File: src/rtl/mem_stage.sv
// Memory stage of the in-order pipeline: issues one data-bus access per load/store,
// aligns load data and store lanes, and flags misaligned or undefined accesses.
package mem_pkg;
  typedef struct packed {
    logic [31:0] pc;
    logic [31:0] inst32;
    logic        instValid;
    logic [31:0] aux;
    logic [4:0]  destReg;
    logic [31:0] res;
    logic [31:0] storeData;
  } ex2memPkt;

  typedef struct packed {
    logic [31:0] pc;
    logic [31:0] inst32;
    logic        instValid;
    logic [4:0]  destReg;
    logic [31:0] wbData;
    logic        misaligned;
  } mem2wbPkt;
endpackage

module mem_stage
  import mem_pkg::*;
(
  input  logic        clk,
  input  logic        rst,
  input  ex2memPkt    ex2mem_i,
  input  logic        stall_i,
  output logic        stall_o,
  output mem2wbPkt    mem2wb_o,
  output logic        dmem_req,
  output logic        dmem_we,
  output logic [31:0] dmem_addr,
  output logic [3:0]  dmem_be,
  output logic [31:0] dmem_wdata,
  input  logic        dmem_ack,
  input  logic [31:0] dmem_rdata
);

  typedef enum logic [1:0] {IDLE, REQ, DONE} state_t;

  state_t      state, state_next;
  ex2memPkt    mem_reg;
  logic [31:0] rdata_q;
  logic [6:0]  opcode;
  logic [2:0]  funct3;
  logic [1:0]  offset;
  logic        is_load, is_store, is_mem, mis, mem_ok;
  logic [7:0]  ld_byte;
  logic [15:0] ld_half;
  logic [31:0] load_data;
  logic        unused_aux;

  assign unused_aux = ^mem_reg.aux;

  always_ff @(posedge clk) begin
    if (rst) begin
      state   <= IDLE;
      mem_reg <= '0;
      rdata_q <= '0;
    end else begin
      state <= state_next;
      if (!stall_o && !stall_i)
        mem_reg <= ex2mem_i;
      if (state == REQ && dmem_ack && is_load)
        rdata_q <= dmem_rdata;
    end
  end

  // Undefined funct3 encodings are reported through the misaligned flag.
  always_comb begin
    opcode   = mem_reg.inst32[6:0];
    funct3   = mem_reg.inst32[14:12];
    offset   = mem_reg.res[1:0];
    is_load  = mem_reg.instValid && (opcode == 7'b0000011);
    is_store = mem_reg.instValid && (opcode == 7'b0100011);
    mis      = 1'b0;
    if (is_load) begin
      case (funct3)
        3'b000, 3'b100: mis = 1'b0;
        3'b001, 3'b101: mis = offset[0];
        3'b010:         mis = (offset != 2'b00);
        default:        mis = 1'b1;
      endcase
    end else if (is_store) begin
      case (funct3)
        3'b000:  mis = 1'b0;
        3'b001:  mis = offset[0];
        3'b010:  mis = (offset != 2'b00);
        default: mis = 1'b1;
      endcase
    end
    is_mem = is_load || is_store;
    mem_ok = is_mem && !mis;
  end

  always_comb begin
    state_next = state;
    case (state)
      IDLE:    if (mem_ok) state_next = REQ;
      REQ:     if (dmem_ack) state_next = DONE;
      DONE:    if (!stall_i) state_next = IDLE;
      default: state_next = IDLE;
    endcase
  end

  assign stall_o   = (state == REQ) || (state == IDLE && mem_ok);
  assign dmem_req  = (state == REQ);
  assign dmem_we   = is_store;
  assign dmem_addr = {mem_reg.res[31:2], 2'b00};

  always_comb begin
    dmem_be    = 4'b1111;
    dmem_wdata = '0;
    if (is_store) begin
      case (funct3[1:0])
        2'b00: begin
          dmem_be    = 4'b0001 << offset;
          dmem_wdata = {4{mem_reg.storeData[7:0]}};
        end
        2'b01: begin
          dmem_be    = offset[1] ? 4'b1100 : 4'b0011;
          dmem_wdata = {2{mem_reg.storeData[15:0]}};
        end
        default: dmem_wdata = mem_reg.storeData;
      endcase
    end
  end

  always_comb begin
    ld_byte = rdata_q[{offset, 3'b000} +: 8];
    ld_half = offset[1] ? rdata_q[31:16] : rdata_q[15:0];
    case (funct3)
      3'b000:  load_data = {{24{ld_byte[7]}}, ld_byte};
      3'b001:  load_data = {{16{ld_half[15]}}, ld_half};
      3'b100:  load_data = {24'd0, ld_byte};
      3'b101:  load_data = {16'd0, ld_half};
      default: load_data = rdata_q;
    endcase
  end

  // A valid memory op shows as a bubble until its access has completed.
  always_comb begin
    mem2wb_o            = '0;
    mem2wb_o.pc         = mem_reg.pc;
    mem2wb_o.inst32     = mem_reg.inst32;
    if (!is_mem) begin
      mem2wb_o.instValid = mem_reg.instValid;
      mem2wb_o.destReg   = mem_reg.destReg;
      mem2wb_o.wbData    = mem_reg.res;
    end else if (mis) begin
      mem2wb_o.instValid  = 1'b1;
      mem2wb_o.misaligned = 1'b1;
      mem2wb_o.wbData     = mem_reg.res;
    end else if (state == DONE) begin
      mem2wb_o.instValid = 1'b1;
      mem2wb_o.destReg   = is_store ? 5'd0 : mem_reg.destReg;
      mem2wb_o.wbData    = is_store ? 32'd0 : load_data;
    end
  end

endmodule

File: config.mk
export PLATFORM = sky130hd
export DESIGN_NAME = mem_stage
export DESIGN_NICKNAME = d
export VERILOG_FILES = /design/src/rtl/mem_stage.sv
export SDC_FILE = /design/constraint.sdc
export NUM_CORES = 1
export LEC_CHECK = 0
export CAP_MARGIN = 20
export CORE_UTILIZATION = 40
export CTS_CLUSTER_DIAMETER = 50
export DETAILED_ROUTE_END_ITERATION = 7
export PLACE_DENSITY_LB_ADDON = 0.2
export SLEW_MARGIN = 0
export SYNTH_ARGS = -nofsm -noshare
export SYNTH_HDL_FRONTEND = slang
export SYNTH_SLANG_ARGS = --single-unit
File: constraint.sdc
create_clock -name clk -period 2.2 [get_ports clk]
set_input_delay 0.33 -clock clk [delete_from_list [all_inputs] [get_ports clk]]
set_output_delay 0.33 -clock clk [all_outputs]
set_load 0.02 [all_outputs]
==> results.txt, run 1 <==
----------------------------------------------------
[Cells and area]
  Share of final-layout standard cells stronger than drive strength 1 ... 22.2%
  Final standard cell count with taps included and fillers excluded ... 1,691
  Finished Core Util ... 63.1%
  Largest register FFs ... 64
  Post-route cell area ... 0.0145 mm2
  Total number of nets in the final design ... 1,565
  Synthesis-to-layout area growth ... 53.3%

[Route]
  First-pass DRT Iterations ... 4
  Post-route antenna net violation count ... 0
  Number of vias per cell ... 4.79
  Total number of vias ... 8,108
  Routed wire length ... 29,100 um
  Starting DRT DRC Count ... 306
  DRC violations left ... 0
  Routed wirelength normalized by instance count ... 17.2 um

[Die]
  Starting density of the core ... 41.2%
  Cell Rows ... 55
  Width of the chip ... 156 um
  Core region area ... 0.0229 mm2
  I/O pins ... 376
  Total Die Area ... 0.0242 mm2
  Overall die height ... 156 um

[CTS]
  CTS H-tree depth ... 4
  # hold bufs at CTS ... 0
  Num CTS Buffers ... 17
  Worst-Skew Late Latency ... 0.43 ns
  Root Buffer Master ... clkbuf_16
  Clk buf depth ... 2
  Clock-pin slew of the registers on the worst-case setup and hold paths ... 0.07 ns
  Clk sinks ... 168
  Clock tree from TritonCTS ... done

[Synthesis]
  Area fraction in compound gates after synthesis ... 4.59%
  Combinational family with the most area after synthesis ... simple AND/OR/NAND/NOR gates
  Arithmetic-cell share of the synthesized area counting full adders, half adders and majority gates ... 0%
  Number of cells produced by synthesis ... 1,067
  Proportion of netlist area held by the largest area contributor ... 35.6%
  Simple-gate share of the synthesized area ... 26.3%
  Post-synthesis xor/xnor area fraction ... 0%
  Distinct cell type count of the synthesized netlist ... 45
  Cell accounting for the most synthesized area ... dfxtp_1
  Average size of a mapped cell ... 8.84 um2
  EDFF count, synth ... 0
  Seq/Total Area, Yosys ... 35.6%
  Seq cells post-synth ... 168
  Count of warnings emitted by yosys ... 0
  Async set-or-reset flop fraction in the synthesized netlist ... 0%
  Main area contributors after synthesis ... dfxtp_1 (36%), mux2i_1 (20%), nand2b_1 (18%)
  Area of the mapped netlist ... 0.00944 mm2
  Mux share of post-synthesis cell area ... 22.2%
  Commonest register cell after synthesis ... dfxtp_1

[Run]
  Max-cap violations ... 0

[Critical path]
  Critical path cell sequence ... or4_4, a2111oi_4, buf_4, o2111ai_4, buf_12, o21ai_2, buf_6
  Slowest stage cell, crit path ... or4_4
  Startpoint type of the worst setup path ... flip-flop
  Crit path kind ... flip-flop to output pin
  Count of buffering cells on the critical path with inverters included ... 3
  CP endpoint kind ... output pin
  Critical path arrival ... 2.49 ns
  Category of cells accounting for the largest share of critical-path delay ... compound AO/OA/AOI/OAI gates
  Max FO, Critical Path ... 16
  Required time reported for the critical path endpoint ... 1.87 ns
  CP peak stage delay ... 0.54 ns

[Power]
  Power per standard cell area ... 553 mW/mm2
  Worst IR Drop VDD ... 516 uV
  Lkg Pwr ... 0.00610 uW

[Outcome]
  Outcome ... finished, violations left
  Failing checks ... negative setup slack

[Timing]
  Final worst path period need ... 2.82 ns
  Setup repair after global routing missed its margin ... yes
  Min setup slack post-route ... -0.617 ns
  Post-Route Skew ... 0.0151 ns
  Total Neg Setup Slack ... -26.52 ns
  Finish-stage setup viols ... 75
  Final Hold Vio Count ... 0
  Final Cycle Share ... 128%
  Max-slew headroom ... 68.1%
  Upper clock frequency limit ... 355 MHz
  Max-slew violation count ... 0
  Transition time at the pin with the least slew margin ... 0.466 ns

[Min path]
  Type of the worst min-delay path ... primary input to flip-flop

[Global routing]
  All-Layer GR Usage ... 23.5%
  First-pass GRT wire length ... 43,900 um
  Overflow after GRT ... 0
  Largest net degree at the start of global routing ... 91
  Antenna violations before repair ... 3
  Vias in the first global route ... 8,107

[Place]
  Gpl congestion ... 0.826
  Instance area at placement ... 0.0130 mm2
  Final HPWL from detailed placement ... 20,600 um
  PortBufs ... 341
  Placed instance count ... 1,630

----------------------------------------------------
[worst paths after layout]
| kind | startpoint | endpoint | slack (ns) | cells past startpoint |
|---|---|---|---|---|
| min reg2reg | mem2wb_o[68] | mem2wb_o[68] | 0.47 | 2 |
| max | mem2wb_o[51] | mem2wb_o[23] | -0.62 | 7 |
| max reg2reg | mem2wb_o[51] | mem2wb_o[42] | 0.14 | 7 |
| min | rst | mem2wb_o[65] | 0.43 | 3 |
[cell usage in the layout, fill, tap and decap left out, types with 3 or more instances in the layout]
cell type / count
mux2_2: 11
clkbuf_16: 20
nor2_1: 64
dfxtp_1: 164
nor3_1: 15
nand2_1: 53
o21ai_1: 10
nor2_4: 18
and2_4: 13
a21oi_1: 11
buf_12: 13
buf_8: 7
buf_6: 80
buf_4: 75
clkinv_4: 3
clkdlybuf4s50_1: 261
o31ai_4: 7
inv_6: 6
nand2b_1: 268
inv_8: 3
o21ai_2: 16
dfxtp_2: 4
inv_1: 5
a21oi_4: 7
mux2i_1: 192
[final cells by class]
class	instances	area, um2
repair buffers	444	4580
well taps	313	392
clock buffers	20	447
diodes	2	5.00
inverters	6	30.0
repair inverters	1	16.3
fillers	1920	8450
flip-flops and latches	168	3370
clock inverters	12	131
multi-input cells	725	5500
[worst min-delay path: cells and delay by family]
family / cells / cell delay (ns)
multiplexers: 1 / 0.10
AND/OR/NAND/NOR: 1 / 0.18
buffers and inverters: 1 / 0.20
[power breakdown]
group / switching, uW / leakage (uW) / internal [uW]
Sequential: 116 / 0.00138 / 3200
Clock: 1370 / 0.000285 / 1630
Combinational: 754 / 0.00443 / 930
[what timing repair did]
item                                    4_1_cts  5_1_grt
pin swaps                                    19       17
setup buffers                                19        5
gates cloned                                  4        1
resized for setup                           521       63
endpoints found under the setup margin       92       98
[kinds of logic after synthesis]
| logic type | after synthesis |
|---|---|
| simple gates | 450 |
| mux | 205 |
| buf+inv | 175 |
| flops | 168 |
| compound gates | 68 |
| other cells | 1 |
[cells in the mapped netlist, types with 2 or more instances]
| library cell | count |
|---|---|
| o21a_1 | 2 |
| buf_1 | 7 |
| clkbuf_1 | 47 |
| nor2_1 | 81 |
| a21oi_1 | 20 |
| inv_1 | 5 |
| mux2_2 | 11 |
| buf_6 | 2 |
| nor2b_1 | 2 |
| o31ai_1 | 9 |
| o21ai_1 | 9 |
| buf_4 | 102 |
| dfxtp_1 | 168 |
| nor3_1 | 15 |
| nand2b_1 | 269 |
| buf_2 | 11 |
| mux2i_1 | 192 |
| or4_4 | 2 |
| and3_1 | 2 |
| and2_1 | 14 |
| nand3_1 | 3 |
| o21ai_0 | 17 |
| mux4_2 | 2 |
| nand2_1 | 54 |
[per-layer routing]
metal | part of all wire (%) | GRT usage [%]
met4 | 3.1 | 9.94
met5 | 0.041 | 0
met2 | 50 | 40.8
met1 | 40 | 27.1
met3 | 6.7 | 6.39
[stage by stage]
stage / hold WS, ns / setup WS, ns / total power [uW]
floorplan: 0.444 / -0.245 / 4290
global placement: 0.455 / -0.652 / 4960
detailed placement: 0.461 / -0.692 / 4980
CTS: 0.417 / -0.684 / 8030
global route: 0.446 / -0.728 / 8320
finish: 0.428 / -0.617 / 8000
No activity file was read; power rests on OpenSTA's default activity.
==> run 2, diff against run 1 <==
--- a/config.mk
+++ b/config.mk
@@ -9,6 +9,7 @@
 export CORE_UTILIZATION = 40
 export CTS_CLUSTER_DIAMETER = 50
 export DETAILED_ROUTE_END_ITERATION = 7
+export MAX_ROUTING_LAYER = met4
 export PLACE_DENSITY_LB_ADDON = 0.2
 export SLEW_MARGIN = 0
 export SYNTH_ARGS = -nofsm -noshare
==> constraint.sdc (replaced) <==
create_clock -name clk -period 2.51 [get_ports clk]
set_input_delay 0.3765 -clock clk [delete_from_list [all_inputs] [get_ports clk]]
set_output_delay 0.3765 -clock clk [all_outputs]
set_load 0.02 [all_outputs]
==> run 2 against run 1 <==
  * The run still ends with negative setup slack left
  * Combinational power shrank 15%
  * Die area is the same
  * Cell count shrank 2.4%
  * Worst hold slack gained 0.044 ns
  * Global-route usage grew 0.26 points
  * Register-to-register slack is essentially flat
  * Clock power shrank 15%
  * Wire length shrank 4.0%
==> results.txt, run 2 (synthesis gave the netlist of run 1 again) <==
----------------------------------------------------
[CTS]
  Clock-pin slew of the registers on the worst-case setup and hold paths ... 0.07 ns (about the same)
  # hold bufs at CTS ... 0 (unchanged)
  Num CTS Buffers ... 17 (unchanged)
  CTS H-tree depth ... 4 (unchanged)
  Clock tree from TritonCTS ... done (unchanged)
  Clk sinks ... 168 (unchanged)
  Root Buffer Master ... clkbuf_16 (unchanged)
  Worst-Skew Late Latency ... 0.43 ns (about the same)
  Clk buf depth ... 2 (unchanged)

[Cells and area]
  Most frequent standard cell in the layout excluding fill and tap cells ... nand2b_1 (unchanged)
  Most frequent cells in the layout ... nand2b_1 (268), clkdlybuf4s50_1 (263), mux2i_1 (192), dfxtp_1 (167), nor2_1 (80) (was nand2b_1 (268), clkdlybuf4s50_1 (261), mux2i_1 (192), dfxtp_1 (164), buf_6 (80))
  Largest register FFs ... 64 (unchanged)
  Final standard cell count with taps included and fillers excluded ... 1,651 (was 1,691)
  Filler instances ... 2,109 (was 1,920)
  Finished Core Util ... 59.2% (was 63.1%)
  Share of final-layout standard cells stronger than drive strength 1 ... 17.5% (was 22.2%)
  Synthesis-to-layout area growth ... 43.8% (was 53.3%)
  Total number of nets in the final design ... 1,524 (was 1,565)

[Die]
  I/O pins ... 376 (unchanged)
  Overall die height ... 156 um (unchanged)
  Starting density of the core ... 41.2% (unchanged)
  Total Die Area ... 0.0242 mm2 (unchanged)
  Cell Rows ... 55 (unchanged)
  Core region area ... 0.0229 mm2 (unchanged)
  Width of the chip ... 156 um (unchanged)

[Timing]
  Transition time at the pin with the least slew margin ... 0.706 ns (was 0.466 ns)
  Setup repair after global routing missed its margin ... yes (unchanged)
  Max-slew headroom ... 52.9% (was 68.1%)
  Final worst path period need ... 2.89 ns
  Upper clock frequency limit ... 346 MHz
  Final Cycle Share ... 115%
  Finish-stage setup viols ... 39 (was 75)
  Post-Route Skew ... 0.00793 ns (was 0.0151 ns)
  Min setup slack post-route ... -0.378 ns (was -0.617 ns)
  Max-slew violation count ... 0 (unchanged)
  Total Neg Setup Slack ... -11.87 ns (was -26.52 ns)
  Final Hold Vio Count ... 0 (unchanged)

[Route]
  Routed wire length ... 27,900 um (was 29,100 um)
  Routed wirelength normalized by instance count ... 16.9 um (was 17.2 um)
  Total number of vias ... 7,740 (was 8,108)
  Post-route antenna net violation count ... 0 (unchanged)
  Starting DRT DRC Count ... 321 (was 306)
  DRC violations left ... 0 (unchanged)
  First-pass DRT Iterations ... 4 (unchanged)
  Number of vias per cell ... 4.69 (was 4.79)

[Global routing]
  Antenna violations before repair ... 2 (was 3)
  Largest net degree at the start of global routing ... 102 (was 91)
  First-pass GRT wire length ... 42,800 um (was 43,900 um)
  Vias in the first global route ... 7,826 (was 8,107)
  All-Layer GR Usage ... 23.7% (was 23.5%)
  Overflow after GRT ... 0 (unchanged)

[Power]
  Worst IR Drop VDD ... 391 uV (was 516 uV)
  Power per standard cell area ... 507 mW/mm2 (was 553 mW/mm2)
  Total chip power ... 6880 uW (was 8000 uW)
  Lkg Pwr ... 0.00576 uW (was 0.00610 uW)

[Place]
  Final HPWL from detailed placement ... 19,800 um (was 20,600 um)
  Placed instance count ... 1,605 (was 1,630)
  Gpl congestion ... 0.823 (was 0.826)
  PortBufs ... 341 (unchanged)

[Critical path]
  Crit path kind ... flip-flop to output pin (unchanged)
  Launching point of the worst reg2reg path ... mem2wb_o[51] (unchanged)
  Max FO, Critical Path ... 8 (was 16)
  CP endpoint kind ... output pin (unchanged)
  Critical path arrival ... 2.51 ns (was 2.49 ns)
  Startpoint type of the worst setup path ... flip-flop (unchanged)
  Number of cell instances on the worst register-to-register path ... 6 (was 7)
  Endpoint of the worst-slack reg-to-reg timing path ... mem2wb_o[76] (was mem2wb_o[42])
  Required time reported for the critical path endpoint ... 2.13 ns (was 1.87 ns)
  Worst R2R Setup Slack ... 0.14 ns (about the same)

[Min path]
  Origin of the worst min-delay path ... mem2wb_o[57] (was rst)
  Cell depth of the worst hold path ... 2 (was 3)
  Type of the worst min-delay path ... flip-flop to flip-flop (was primary input to flip-flop)
  End point of the most critical hold path ... mem2wb_o[57] (was mem2wb_o[65])

[Outcome]
  Outcome ... finished, violations left (unchanged)
  Failing checks ... negative setup slack (unchanged)

[Run]
  Max-cap violations ... 0 (unchanged)

----------------------------------------------------
run 2: layout make-up:
| cell class | count | area, um2 | share of cell area, % |
|---|---|---|---|
| clock inverter | 12 | 109 | 0.802 |
| inverter | 6 | 25.0 | 0.184 |
| antenna | 3 | 7.51 | 0.0553 |
| multi-input combinational | 725 | 5320 | 39.2 |
| clock buffer | 20 | 457 | 3.36 |
| sequential | 168 | 3360 | 24.8 |
| tap | 313 | 392 | 2.89 |
| timing repair buffer | 404 | 3900 | 28.7 |
run 2: critical path, stage by stage (launching register included):
cell	delay, ns
dfxtp_2	0.32
or4_4	0.55
a2111oi_4	0.35
buf_4	0.19
o2111ai_4	0.17
clkbuf_16	0.24
o21ai_2	0.13
buf_6	0.13
run 2: how the worst max path moves through the flow:
stage / endpoint / start / cells after the start
detailed placement: mem2wb_o[14] / mem2wb_o[51] / 5
floorplan: mem2wb_o[10] / mem2wb_o[53] / 4
global placement: mem2wb_o[11] / mem2wb_o[51] / 5
finish: mem2wb_o[29] / mem_reg[33] / 7
global route: mem2wb_o[26] / mem_reg[33] / 7
CTS: mem2wb_o[24] / mem_reg[33] / 7
run 2: power breakdown:
group	leakage (uW)	switching [uW]	internal, uW
registers	0.00138	100	2800
logic	0.00410	627	789
clock network	0.000282	1200	1360
run 2: layer usage:
metal	global-route usage [%]	routed length, um	vias to the layer above
met5	-	0	-
met4	8.36	605	0
met3	6.22	1950	28
met2	40.0	13800	247
met1	27.1	11600	3546
li1	-	-	3919
run 2: per-stage QoR:
stage	setup slack, ns	instance area [um2]	hold WS (ns)
floorplan	-0.00868	9440	0.444
global placement	-0.429	12700	0.457
detailed placement	-0.499	12700	0.464
CTS	-0.435	13500	0.477
global route	-0.452	13600	0.490
finish	-0.378	13600	0.472
run 2: timing repair:
item                       4_1_cts  5_1_grt
pin swaps                       29        5
setup endpoints to repair       77       56
gates cloned                     3        0
resized for setup              412       58
setup buffers                    6        2
